## src/rtl/axis_pkt_codec.sv

```systemverilog
// AXI-Stream packet framer: ingress strips/validates a fixed-size header and forwards
// the announced payload; egress prepends a caller header or sends a header-only notice.
//
// rx state | meaning
// ---------+-------------------------------------------------------------
// RX_HDR   | collecting header words into the shadow
// RX_PAY   | pass-through of exactly addr_count payload beats
// RX_DROP  | discarding the rest of a bad packet up to its tlast
//
// tx state | meaning
// ---------+-------------------------------------------------------------
// TX_IDLE  | waiting for tx_start
// TX_HDRO  | emitting the latched header words
// TX_PAY   | pass-through of read data until r_axis tlast
module axis_pkt_codec #(
   parameter int             DATA_WIDTH = 16,
   parameter int             HDR_WORDS  = 6,
   parameter logic [15:0]    MAGIC      = 16'hC0DE,
   parameter int             BIDX_W     = 5
) (
   input  logic                              aclk,
   input  logic                              aresetn,
   input  logic [DATA_WIDTH-1:0]             s_axis_tdata,
   input  logic                              s_axis_tvalid,
   output logic                              s_axis_tready,
   input  logic                              s_axis_tlast,
   output logic [DATA_WIDTH-1:0]             p_axis_tdata,
   output logic                              p_axis_tvalid,
   input  logic                              p_axis_tready,
   output logic                              p_axis_tlast,
   output logic                              cmd_valid,
   output logic [7:0]                        cmd_instr,
   output logic [BIDX_W-1:0]                 cmd_bram_start,
   output logic [BIDX_W-1:0]                 cmd_bram_end,
   output logic [15:0]                       cmd_addr_start,
   output logic [15:0]                       cmd_addr_count,
   output logic [15:0]                       cmd_tag,
   output logic                              err_magic,
   output logic                              err_short_hdr,
   output logic                              err_len_short,
   output logic                              err_len_long,
   output logic [1:0]                        rx_state,
   input  logic [HDR_WORDS*DATA_WIDTH-1:0]   tx_hdr_flat,
   input  logic                              tx_start,
   input  logic                              tx_notify_only,
   output logic                              tx_busy,
   input  logic [DATA_WIDTH-1:0]             r_axis_tdata,
   input  logic                              r_axis_tvalid,
   output logic                              r_axis_tready,
   input  logic                              r_axis_tlast,
   output logic [DATA_WIDTH-1:0]             m_axis_tdata,
   output logic                              m_axis_tvalid,
   input  logic                              m_axis_tready,
   output logic                              m_axis_tlast
);

   localparam int            HW       = $clog2(HDR_WORDS);
   localparam logic [HW-1:0] HDR_LAST = HW'(HDR_WORDS - 1);

   typedef enum logic [1:0] {RX_HDR = 2'd0, RX_PAY = 2'd1, RX_DROP = 2'd2} rx_state_t;
   typedef enum logic [1:0] {TX_IDLE = 2'd0, TX_HDRO = 2'd1, TX_PAY = 2'd2} tx_state_t;

   rx_state_t rx_q, rx_d;
   logic [HW-1:0]     hidx_q, hidx_d;
   logic [15:0]       rem_q, rem_d;
   logic [7:0]        w1_q;
   logic [BIDX_W-1:0] bs_q, be_q;
   logic [15:0]       w3_q, w4_q, w5_q;
   logic [15:0]       tag_w;
   logic              s_beat;
   logic              cmd_load, e_magic, e_short, e_ls, e_ll;

   tx_state_t tx_q, tx_d;
   logic [HW-1:0]           kidx_q, kidx_d;
   logic                    notify_q;
   logic [DATA_WIDTH-1:0]   tx_hdr_q [HDR_WORDS];
   logic                    m_beat;

   assign s_beat   = s_axis_tvalid && s_axis_tready;
   assign m_beat   = m_axis_tvalid && m_axis_tready;
   assign rx_state = rx_q;
   assign tx_busy  = aresetn && (tx_q != TX_IDLE);
   // With exactly six words the tag arrives on the closing beat itself
   assign tag_w    = (HDR_WORDS == 6) ? s_axis_tdata[15:0] : w5_q;

   // ---------------- ingress ----------------
   always_ff @(posedge aclk) begin
      if (!aresetn) begin
         rx_q           <= RX_HDR;
         hidx_q         <= '0;
         rem_q          <= '0;
         w1_q           <= '0;
         bs_q           <= '0;
         be_q           <= '0;
         w3_q           <= '0;
         w4_q           <= '0;
         w5_q           <= '0;
         cmd_valid      <= 1'b0;
         cmd_instr      <= '0;
         cmd_bram_start <= '0;
         cmd_bram_end   <= '0;
         cmd_addr_start <= '0;
         cmd_addr_count <= '0;
         cmd_tag        <= '0;
         err_magic      <= 1'b0;
         err_short_hdr  <= 1'b0;
         err_len_short  <= 1'b0;
         err_len_long   <= 1'b0;
      end else begin
         rx_q          <= rx_d;
         hidx_q        <= hidx_d;
         rem_q         <= rem_d;
         cmd_valid     <= cmd_load;
         err_magic     <= e_magic;
         err_short_hdr <= e_short;
         err_len_short <= e_ls;
         err_len_long  <= e_ll;
         if (rx_q == RX_HDR && s_beat) begin
            if (hidx_q == HW'(1)) w1_q <= s_axis_tdata[7:0];
            if (hidx_q == HW'(2)) begin
               bs_q <= s_axis_tdata[BIDX_W-1:0];
               be_q <= BIDX_W'(s_axis_tdata >> BIDX_W);
            end
            if (hidx_q == HW'(3)) w3_q <= s_axis_tdata[15:0];
            if (hidx_q == HW'(4)) w4_q <= s_axis_tdata[15:0];
            if (hidx_q == HW'(5)) w5_q <= s_axis_tdata[15:0];
         end
         if (cmd_load) begin
            cmd_instr      <= w1_q;
            cmd_bram_start <= bs_q;
            cmd_bram_end   <= be_q;
            cmd_addr_start <= w3_q;
            cmd_addr_count <= w4_q;
            cmd_tag        <= tag_w;
         end
      end
   end

   always_comb begin
      rx_d     = rx_q;
      hidx_d   = hidx_q;
      rem_d    = rem_q;
      cmd_load = 1'b0;
      e_magic  = 1'b0;
      e_short  = 1'b0;
      e_ls     = 1'b0;
      e_ll     = 1'b0;
      case (rx_q)
         RX_HDR: if (s_beat) begin
            hidx_d = hidx_q + 1'b1;
            if (hidx_q == '0 && s_axis_tdata[15:0] != MAGIC) begin
               e_magic = 1'b1;
               hidx_d  = '0;
               rx_d    = s_axis_tlast ? RX_HDR : RX_DROP;
            end else if (hidx_q == HDR_LAST) begin
               hidx_d   = '0;
               cmd_load = 1'b1;
               if (w4_q == 16'd0) begin
                  if (!s_axis_tlast) begin
                     e_ll = 1'b1;
                     rx_d = RX_DROP;
                  end
               end else if (s_axis_tlast) begin
                  e_ls = 1'b1;
               end else begin
                  rx_d  = RX_PAY;
                  rem_d = w4_q;
               end
            end else if (s_axis_tlast) begin
               e_short = 1'b1;
               hidx_d  = '0;
            end
         end
         RX_PAY: if (s_beat) begin
            rem_d = rem_q - 16'd1;
            if (rem_q == 16'd1) begin
               if (s_axis_tlast) begin
                  rx_d = RX_HDR;
               end else begin
                  e_ll = 1'b1;
                  rx_d = RX_DROP;
               end
            end else if (s_axis_tlast) begin
               e_ls = 1'b1;
               rx_d = RX_HDR;
            end
         end
         RX_DROP: if (s_beat && s_axis_tlast) rx_d = RX_HDR;
         default: rx_d = RX_HDR;
      endcase
   end

   always_comb begin
      s_axis_tready = 1'b0;
      p_axis_tvalid = 1'b0;
      p_axis_tdata  = s_axis_tdata;
      p_axis_tlast  = 1'b0;
      if (aresetn) begin
         case (rx_q)
            RX_HDR:  s_axis_tready = 1'b1;
            RX_PAY: begin
               s_axis_tready = p_axis_tready;
               p_axis_tvalid = s_axis_tvalid;
               p_axis_tlast  = s_axis_tlast || (rem_q == 16'd1);
            end
            RX_DROP: s_axis_tready = 1'b1;
            default: s_axis_tready = 1'b0;
         endcase
      end
   end

   // ---------------- egress ----------------
   always_ff @(posedge aclk) begin
      if (!aresetn) begin
         tx_q     <= TX_IDLE;
         kidx_q   <= '0;
         notify_q <= 1'b0;
         for (int i = 0; i < HDR_WORDS; i++) tx_hdr_q[i] <= '0;
      end else begin
         tx_q   <= tx_d;
         kidx_q <= kidx_d;
         if (tx_q == TX_IDLE && tx_start) begin
            notify_q <= tx_notify_only;
            for (int i = 0; i < HDR_WORDS; i++)
               tx_hdr_q[i] <= tx_hdr_flat[i*DATA_WIDTH +: DATA_WIDTH];
         end
      end
   end

   always_comb begin
      tx_d   = tx_q;
      kidx_d = kidx_q;
      case (tx_q)
         TX_IDLE: if (tx_start) begin
            tx_d   = TX_HDRO;
            kidx_d = '0;
         end
         TX_HDRO: if (m_beat) begin
            if (kidx_q == HDR_LAST) begin
               kidx_d = '0;
               tx_d   = notify_q ? TX_IDLE : TX_PAY;
            end else begin
               kidx_d = kidx_q + 1'b1;
            end
         end
         TX_PAY: if (m_beat && r_axis_tlast) tx_d = TX_IDLE;
         default: tx_d = TX_IDLE;
      endcase
   end

   always_comb begin
      m_axis_tvalid = 1'b0;
      m_axis_tdata  = tx_hdr_q[kidx_q];
      m_axis_tlast  = 1'b0;
      r_axis_tready = 1'b0;
      if (aresetn) begin
         case (tx_q)
            TX_HDRO: begin
               m_axis_tvalid = 1'b1;
               m_axis_tlast  = notify_q && (kidx_q == HDR_LAST);
            end
            TX_PAY: begin
               m_axis_tdata  = r_axis_tdata;
               m_axis_tvalid = r_axis_tvalid;
               m_axis_tlast  = r_axis_tlast;
               r_axis_tready = m_axis_tready;
            end
            default: m_axis_tvalid = 1'b0;
         endcase
      end
   end

endmodule

```

## config.mk

```make
export PLATFORM = sky130hd
export DESIGN_NAME = axis_pkt_codec
export DESIGN_NICKNAME = d
export VERILOG_FILES = /design/src/rtl/axis_pkt_codec.sv
export SDC_FILE = /design/constraint.sdc
export NUM_CORES = 1
export LEC_CHECK = 0
export BUFFER_PORTS_ARGS = -buffer_cell sky130_fd_sc_hd__buf_4
export CELL_PAD_IN_SITES_DETAIL_PLACEMENT = 1
export CELL_PAD_IN_SITES_GLOBAL_PLACEMENT = 1
export CORE_MARGIN = 10
export CORE_UTILIZATION = 46
export CTS_BUF_LIST = sky130_fd_sc_hd__clkbuf_4 sky130_fd_sc_hd__clkbuf_8
export DETAILED_ROUTE_END_ITERATION = 8
export GPL_ROUTABILITY_DRIVEN = 0
export PLACE_DENSITY_LB_ADDON = 0.1
export SYNTH_ARGS = -nofsm -noshare
export SYNTH_HDL_FRONTEND = slang
export SYNTH_SLANG_ARGS = --single-unit
```

## constraint.sdc

```tcl
create_clock -name aclk -period 10.85 [get_ports aclk]
set_input_delay 1.085 -clock aclk [delete_from_list [all_inputs] [get_ports aclk]]
set_output_delay 1.085 -clock aclk [all_outputs]
set_load 0.03 [all_outputs]
```

==> Implementation_results.wiki <==
{| class="wikitable"
! Metric !! Value
|-
| Outcome || finished clean
|-
| CP top delay family || simple AND/OR/NAND/NOR gates
|-
| Num rows || 55
|-
| Count of unresolved DRC violations after routing || 0
|-
| Placed wire-length estimate after detailed placement || 22990 um
|-
| Crit. End Element || primary output
|-
| Pin count of the biggest net entering global routing || 98
|-
| Master of the slowest instance on the critical path || sky130_fd_sc_hd__and2_1
|-
| Maximum fanout along the worst path || 32
|-
| Sequential share of power || 47.6%
|-
| Buffers inserted by post-CTS timing repair || 0
|-
| Number of antenna violations at the first check in global routing || 0
|-
| Switching power of the nets || 550.3 uW
|-
| Max_cap viols || 0
|-
| Final Hold Viols || 0
|-
| Final setup viols || 0
|-
| Post-synthesis average cell area || 9.854 um^2
|-
| Number of nets with antenna violations after routing || 0
|-
| Cell mode on critical path || sky130_fd_sc_hd__buf_4
|-
| Number of enable-type register cells in the synthesized netlist || 96
|-
| Fraction of synthesized cell area taken by the top area cell type || 28.01%
|-
| Time the final worst path needs with I/O delays and setup || 3.849 ns
|-
| First-pass GRT wire length || 52580 um
|-
| Async set or reset register ratio after synthesis || 0%
|-
| Clk buf depth || 3
|-
| Routed wire length || 33370 um
|-
| Synthesis-stage register bit count || 247
|-
| Share of the clock period used by the worst path after layout || 35.47%
|-
| Final clock skew || 0.03239 ns
|-
| IO buf count || 249
|-
| Number of distinct library cells after synthesis || 71
|-
| Slew at the pin closest to its max-slew limit || 1.055 ns
|-
| Leakage || 5.239 nW
|-
| Highest clock frequency the design can meet || 259.8 MHz
|-
| Via count of the first global-routing pass || 9352
|-
| Detail-routed net length per standard cell || 20.19 um
|-
| Detailed-routing iteration count for the pre-antenna-repair pass || 5
|-
| Remaining global-route overflow || 0
|-
| Signal arrival time at the worst endpoint || 2.76 ns
|-
| Drt initial violations || 466
|-
| Internal Dissipation || 1.704 mW
|-
| Core footprint || 22850 um^2
|-
| Nature of the critical path startpoint || input port
|-
| Part of the Yosys area used for sequential elements || 54.73%
|-
| Yosys warnings || 0
|-
| Netlist area before placement || 10790 um^2
|-
| Root Buffer || sky130_fd_sc_hd__clkbuf_8
|-
| Clock tree from TritonCTS || done
|-
| Antenna fix cells || 0
|-
| Vias per inst || 5.403
|-
| Leading cell type in the layout, fill and taps excluded || sky130_fd_sc_hd__buf_4
|-
| Cell accounting for the most synthesized area || sky130_fd_sc_hd__dfxtp_1
|-
| Net switching share of the total power || 24.40%
|-
| Final Net Count || 1454
|-
| CTS-repair resized insts || 0
|-
| Most used cells in the layout excluding fill and tap cells || 258 x sky130_fd_sc_hd__buf_4, 243 x sky130_fd_sc_hd__nand2_1, 150 x sky130_fd_sc_hd__dfxtp_1
|-
| Unrepaired setup endpoints after global routing || no
|-
| Number of max-slew violations in the final report || 0
|-
| Share of power burned in the clock network || 41.3%
|-
| Hold_ws || 0.4523 ns
|-
| Worst rel slew slack || 29.54%
|-
| CTS Hold Buffers Added || 0
|-
| Sinks on Clock Net || 247
|-
| Chain of cells forming the critical path || buf_4, and2_1, o21ai_0, buf_4
|-
| Area contributors post-synth || sky130_fd_sc_hd__dfxtp_1 28%, sky130_fd_sc_hd__edfxtp_1 27%, sky130_fd_sc_hd__nand2_1 8.5%
|-
| Share of cells above drive strength 1 || 28.06%
|-
| Die Footprint || 29980 um^2
|-
| Post-synthesis cell count || 1095
|-
| TritonCTS Buffers || 43
|-
| P&R area growth vs syn || 26.79%
|-
| Clock-pin slew on the worst setup and hold paths || 0.06 ns
|-
| Starting Density || 47.23%
|-
| Overall via count from detail_route || 8931
|-
| Flip-flop cell with the highest count after synthesis || sky130_fd_sc_hd__dfxtp_1
|-
| Total global-route track usage || 21.54%
|-
| Worst path required time || 9.77 ns
|-
| TNS Setup || 0 ns
|-
| IO Pins || 250
|-
| VDD IR-drop max || 0.1028 mV
|-
| Pwr/cell area || 164.8 nW/um^2
|-
| Maximum level of the CTS H-tree || 2
|-
| Synthesized netlist net count || 1243
|-
| Min-delay worst type || flip-flop to flip-flop
|-
| Util after Layout || 59.88%
|-
| Startpoint-to-endpoint class of the critical path || input port to primary output
|-
| Critical path's largest stage delay || 0.88 ns
|-
| Clk Latency, worst-skew pair || 0.54 ns
|-
| Die Span Y || 173.2 um
|-
| Die Wd || 173.2 um
|-
| Critical path buffer and inverter count || 2
|-
| Combinational share of power || 11.1%
|}
## flip-flops by register name (all words and copies together), names as in the netlist, 2 cells and up, named ones only
| register | cells |
|---|---|
| cmd_tag | 16 |
| cmd_bram_start | 5 |
| rem_q | 16 |
| cmd_bram_end | 5 |
| cmd_addr_count | 16 |
| tx_hdr_q | 96 |
| cmd_instr | 8 |
| be_q | 5 |
| hidx_q | 3 |
| kidx_q | 3 |
| tx_q | 2 |
| w4_q | 16 |
| w1_q | 8 |
| bs_q | 5 |
| rx_state | 2 |
| w3_q | 16 |
| cmd_addr_start | 16 |
## per-layer routing
layer  vias to the layer above  track usage [%]  wire length (um)
met3                        34            5.445              1957
li1                       4234                -                 -
met2                       248            36.11             16020
met5                         -                0                 0
met1                      4415            27.56             14970
met4                         0            4.348               419
## cells by family after synthesis
| logic type | after synthesis | share of synthesized area, % |
|---|---|---|
| adder cells (fa/ha/maj) | 10 | 1.160 |
| multiplexers | 52 | 6.737 |
| AO/OA/AOI/OAI | 219 | 12.02 |
| AND/OR/NAND/NOR | 462 | 20.88 |
| flip-flops | 247 | 54.73 |
| buffers and inverters | 105 | 4.464 |
## final cells by class
class	count	area [um^2]
clock buffers	73	904.6
clock inverters	6	66.31
fillers	2588	9166
inverters	13	51.30
multi-input cells	743	4423
flip-flops and latches	247	5907
well taps	313	391.6
repair buffers	258	1937
## power by group through the flow
stage | clock network [mW] | logic, mW | registers (mW)
after floorplan | 0 | 0.150 | 1.09
after global placement | 0 | 0.247 | 1.09
after detailed placement | 0 | 0.252 | 1.09
after CTS | 0.950 | 0.254 | 1.07
after global routing | 0.993 | 0.274 | 1.08
final | 0.931 | 0.251 | 1.07
## stage by stage
step | cell area [um^2] | worst slack [ns] | total power, mW | cells
after floorplan | 10790 | 6.670 | 1.236 | 1095
after global placement | 12710 | 7.078 | 1.333 | 1574
after detailed placement | 12710 | 6.987 | 1.346 | 1574
after CTS | 13680 | 6.985 | 2.278 | 1653
after global routing | 13680 | 6.858 | 2.347 | 1653
final | 13680 | 7.001 | 2.255 | 1653
## worst paths after layout
check,start,to,slack (ns),cells after the start
min reg2reg,cmd_instr[7],cmd_instr[7],0.45,2
max reg2reg,hidx_q[1],rem_q[1],8.14,6
min,cmd_instr[7],cmd_instr[7],0.45,2
max,aresetn,m_axis_tdata[5],7.00,4
## worst min-delay path: stages, from the launching register on
cell	delay, ns
sky130_fd_sc_hd__dfxtp_1	0.30
sky130_fd_sc_hd__nand2_1	0.05
sky130_fd_sc_hd__a21oi_1	0.05
## cell usage after synthesis (4+ instances only)
cell,count
sky130_fd_sc_hd__nor3_1,11
sky130_fd_sc_hd__o31a_1,4
sky130_fd_sc_hd__buf_4,17
sky130_fd_sc_hd__mux2i_1,34
sky130_fd_sc_hd__o311ai_1,7
sky130_fd_sc_hd__a21oi_1,120
sky130_fd_sc_hd__mux4_2,16
sky130_fd_sc_hd__nor2b_1,4
sky130_fd_sc_hd__ha_1,10
sky130_fd_sc_hd__nand3_1,26
sky130_fd_sc_hd__nand2_1,244
sky130_fd_sc_hd__dfxtp_1,151
sky130_fd_sc_hd__inv_1,11
sky130_fd_sc_hd__edfxtp_1,96
sky130_fd_sc_hd__nor2_1,37
sky130_fd_sc_hd__a32o_1,5
sky130_fd_sc_hd__and2_1,98
sky130_fd_sc_hd__buf_2,13
sky130_fd_sc_hd__o21ai_1,12
sky130_fd_sc_hd__nor4_1,9
sky130_fd_sc_hd__clkbuf_1,59
sky130_fd_sc_hd__o21ai_0,38
No activity file was read; power rests on OpenSTA's default activity.
